<file path="src/rtl/mux8_1_tdm.sv">
// Eight-lane to single-bit TDM serializer: one start pulse sends a captured frame lane by lane on d/e/s.
// Optional MUX8_SKIP_EN: lanes whose captured v bit is 0 are skipped; otherwise all eight lanes are sent.
module mux8_1_tdm (
  input  logic       clk,
  input  logic       rst_n,
  input  logic [7:0] x,
  input  logic [7:0] v,
  input  logic       start,
  output logic       busy,
  output logic       done,
  output logic       d,
  output logic       e,
  output logic [2:0] s
);

  typedef enum logic {IDLE, SEND} state_t;

  state_t     state_q, state_d;
  logic [7:0] xr_q, xr_d;
  logic [7:0] vr_q, vr_d;
  logic [2:0] s_q, s_d;
  logic       d_q, d_d;
  logic       done_q, done_d;
  logic [7:0] v_eff;
  logic [3:0] seek_first, seek_next;

`ifdef MUX8_SKIP_EN
  assign v_eff = v;
`else
  logic unused_v;
  assign unused_v = ^v;
  assign v_eff    = 8'hFF;
`endif

  // Lowest set bit of mask at index >= lo; returns {found, index}.
  function automatic logic [3:0] seek(input logic [7:0] mask, input logic [3:0] lo);
    logic [3:0] r;
    r = 4'b0000;
    for (int i = 7; i >= 0; i--) begin
      if ((4'(i) >= lo) && mask[i]) r = {1'b1, 3'(i)};
    end
    return r;
  endfunction

  assign seek_first = seek(v_eff, 4'd0);
  assign seek_next  = seek(vr_q, {1'b0, s_q} + 4'd1);

  always_comb begin
    state_d = state_q;
    xr_d    = xr_q;
    vr_d    = vr_q;
    s_d     = 3'd0;
    d_d     = 1'b0;
    done_d  = 1'b0;
    case (state_q)
      IDLE: begin
        if (start) begin
          xr_d = x;
          vr_d = v_eff;
          if (seek_first[3]) begin
            state_d = SEND;
            s_d     = seek_first[2:0];
            d_d     = x[seek_first[2:0]];
          end else begin
            done_d = 1'b1;
          end
        end
      end
      SEND: begin
        if (seek_next[3]) begin
          s_d = seek_next[2:0];
          d_d = xr_q[seek_next[2:0]];
        end else begin
          state_d = IDLE;
          done_d  = 1'b1;
        end
      end
      default: state_d = IDLE;
    endcase
  end

  always_ff @(posedge clk or negedge rst_n) begin
    if (!rst_n) begin
      state_q <= IDLE;
      xr_q    <= 8'h00;
      vr_q    <= 8'h00;
      s_q     <= 3'd0;
      d_q     <= 1'b0;
      done_q  <= 1'b0;
    end else begin
      state_q <= state_d;
      xr_q    <= xr_d;
      vr_q    <= vr_d;
      s_q     <= s_d;
      d_q     <= d_d;
      done_q  <= done_d;
    end
  end

  assign busy = (state_q == SEND);
  assign e    = (state_q == SEND);
  assign s    = s_q;
  assign d    = d_q;
  assign done = done_q;

endmodule

</file>
<file path="config.mk">
export PLATFORM = sky130hd
export DESIGN_NAME = mux8_1_tdm
export DESIGN_NICKNAME = d
export VERILOG_FILES = /design/src/rtl/mux8_1_tdm.sv
export SDC_FILE = /design/constraint.sdc
export NUM_CORES = 1
export LEC_CHECK = 0
export ABC_AREA = 1
export CAP_MARGIN = 20
export CELL_PAD_IN_SITES_DETAIL_PLACEMENT = 0
export CELL_PAD_IN_SITES_GLOBAL_PLACEMENT = 2
export CORE_AREA = 4 4 58 60
export DETAILED_ROUTE_END_ITERATION = 6
export DIE_AREA = 0 0 62 64
export PLACE_DENSITY = 0.9
export SLEW_MARGIN = 20
export SYNTH_ARGS = -nofsm -noshare
export SYNTH_HDL_FRONTEND = slang
export SYNTH_SLANG_ARGS = --single-unit
</file>
<file path="constraint.sdc">
create_clock -name clk -period 1.9 [get_ports clk]
set_input_delay 0.38 -clock clk [delete_from_list [all_inputs] [get_ports clk]]
set_output_delay 0.38 -clock clk [all_outputs]
set_load 0.02 [all_outputs]
</file>
==> flow_summary.yaml <==
clock_tree:
  clk_latency_ns: 0.28
  cts_root_buf: "clkbuf_4"
  max-clock-path-buffers: 2
  cts.sinks: 15
  postCtsHoldBufs: 0
  cts_tree: "built"
  numCtsBuffers: 3
  htree_num_levels: 1
  postCtsSetupBuffers: 0
  cts_resized: 0
  clkSlewWorstSetupHoldPaths_ns: 0.09
route:
  initialDrtViolationCount: 1
  route.detailed.drc: 0
  ant_nets: 0
  via_count: 537
  vias_per_cell: 3.949
  first_pass_iters: 2
  wire_per_inst_um: 9.507
  wl_um: 1293
synth:
  syn_nets: 104
  yosys_warnings: 0
  synth.avg_cell_area_um2: 8.377
  synth.distinct_cells: 14
  yosys.area.top_type: "dfrtp_1"
  synth_top_area_share_pct: 54.64
  syn_area_um2: 686.9
  synthesis.instances: 82
  yosysSeqAreaShare_pct: 54.64
  yosys_register_bits: 15
  synthTopCellsByArea: "dfrtp_1 55%, nand2_1 21%, nand3_1 5.8%"
timing:
  hold_violations: 0
  finalSetupViolCount: 0
  final_min_period_over_clock_period_pct: 91.37
  clock.fmax_ghz: 0.5760
  finalCriticalPeriod_ns: 1.736
  rsz0062_at_grt: "false"
  worst_pin_slew_ns: 0.2157
  finalSetupTns_ns: 0
  slew_viol_final: 0
  relSlewSlack_pct: 85.58
  finalClockSkew_ns: 0.001464
global_route:
  overflow: 0
  track_usage_pct: 7.342
  grt_pass1_wl_um: 2201
  antenna_found_initial: 0
  grt_max_degree: 16
  grt_pass1_vias: 549
worst_setup_path:
  rr_endpoint: "d"
  cp_max_fo: 5
  cp-end-kind: "output pin"
  cp-start-kind: "flop"
  r2r_setup_slack_ns: 0.42
  cp_slowest_cell: "clkdlybuf4s50_1"
  cp.required_ns: 1.52
  crit_buf_inv: 1
  worst_path_dominant_cell_family: "buffers and inverters"
  cpPeakStageDelay_ns: 0.64
  reg2reg_from: "s[0]"
  cp_cell_sequence: "clkdlybuf4s50_1"
  crit_start: "s[0]"
  r2r_cells: 9
  cp.arrival_ns: 1.36
  critPathKind: "reg -> out"
floorplanning:
  pin_count: 26
  die_y_um: 64
  start_util_pct: 23.46
  die-area_um2: 3968
  die_w_um: 62
  rows: 20
  core_area_um2: 2928
power:
  vdd_ir_drop_max_v: 0.0007148
  p_total_mw: 1.379
  power_density_nw_per_um2: 1491
  p_leak_nw: 0.4787
placed_design:
  dp_hpwl_um: 1031
  io_buffers: 17
  dpl_cell_area_um2: 898.4
  gp_congestion: 0.8086
  place_inst: 132
job:
  drv_cap: 0
layout:
  diodes: 0
  multi_input_area_um2: 272.8
  nets: 126
  drive_gt1_share_pct: 12.62
  areaGrowthSynthToFinish_pct: 34.61
  register_area_um2: 375.4
  design_area_um2: 924.6
  fin_cells: 136
  nFillCells: 333
outcome:
  outcome: "finished clean"
min_path:
  hold_path_class: "in -> async"
-- power by group --
group | total (mW) | switching, mW | internal [mW] | leakage [nW]
clock | 0.179 | 0.0980 | 0.0814 | 0.0150
combinational | 0.659 | 0.372 | 0.287 | 0.282
sequential | 0.540 | 0.0892 | 0.451 | 0.181
total | 1.38 | 0.559 | 0.819 | 0.479
-- through the flow --
| step | utilization, % | hold WS (ns) | setup WS, ns |
|---|---|---|---|
| final | 31.58 | 0.4009 | 0.1640 |
| after global placement | 30.68 | 0.4677 | 0.4484 |
| after floorplan | - | 0.08441 | 0.4722 |
| after detailed placement | 30.68 | 0.4697 | 0.4214 |
| after CTS | 31.58 | 0.4012 | 0.1601 |
| after global routing | 31.58 | 0.4224 | 0.1018 |
-- synthesized netlist by cell type --
library cell	instances
nand2_1	38
or2_1	1
nand3_1	8
inv_2	4
dfrtp_1	15
xnor2_1	1
a21oi_1	1
nor2_1	2
clkinv_2	1
nand2_2	2
ha_1	3
inv_1	3
nor2_2	2
buf_4	1
-- cells by family after synthesis --
group | share of synthesized area, %
flops | 54.64
xor+xnor | 1.275
simple gates | 32.24
fa+ha+maj | 5.465
compound gates | 0.7279
buf+inv | 5.646
-- routing by layer --
layer / part of all wire (%) / track usage (%) / vias up
met4: 0 / 3.183 / 0
met2: 47 / 11.27 / 12
met3: 5.1 / 2.424 / 0
li1: - / - / 289
met5: 0 / 0 / -
met1: 48 / 9.136 / 236
-- placed cells by master (no fill, tap or decap), drive strengths merged --
cell type / synthesis / routed
nand2: 40 / 40
nor2: 4 / 4
inv: 7 / 7
clkbuf: 0 / 4
buf: 1 / 1
ha: 3 / 3
or2: 1 / 1
xnor2: 1 / 1
clkinv: 1 / 1
clkdlybuf4s50: 0 / 17
a21oi: 1 / 1
nand3: 8 / 8
dfrtp: 15 / 15
-- flip-flops by register name, indices dropped and copies added, names as in the netlist --
| name | cells |
|---|---|
| busy | 1 |
| d | 1 |
| done | 1 |
| s | 3 |
| vr_q | 1 |
| xr_q | 8 |
-- cell type report --
| type | count | area share (%) |
|---|---|---|
| repair buffers | 18 | 19.22 |
| flip-flops and latches | 15 | 40.60 |
| multi-input cells | 58 | 29.50 |
| inverters | 8 | 3.383 |
| well taps | 33 | 4.465 |
| clock buffers | 4 | 2.842 |
-- worst max-delay path by stage --
stage          slack (ns)  depth (start not counted)       to
2_1_floorplan        0.47                          9        d
3_3_place_gp         0.45                          4  vr_q[0]
3_5_place_dp         0.42                          4  vr_q[0]
4_1_cts              0.16                          1     s[0]
5_1_grt              0.10                          1     s[0]
6_report             0.16                          1     s[0]
Note: power is estimated with default switching activity, not from simulation.
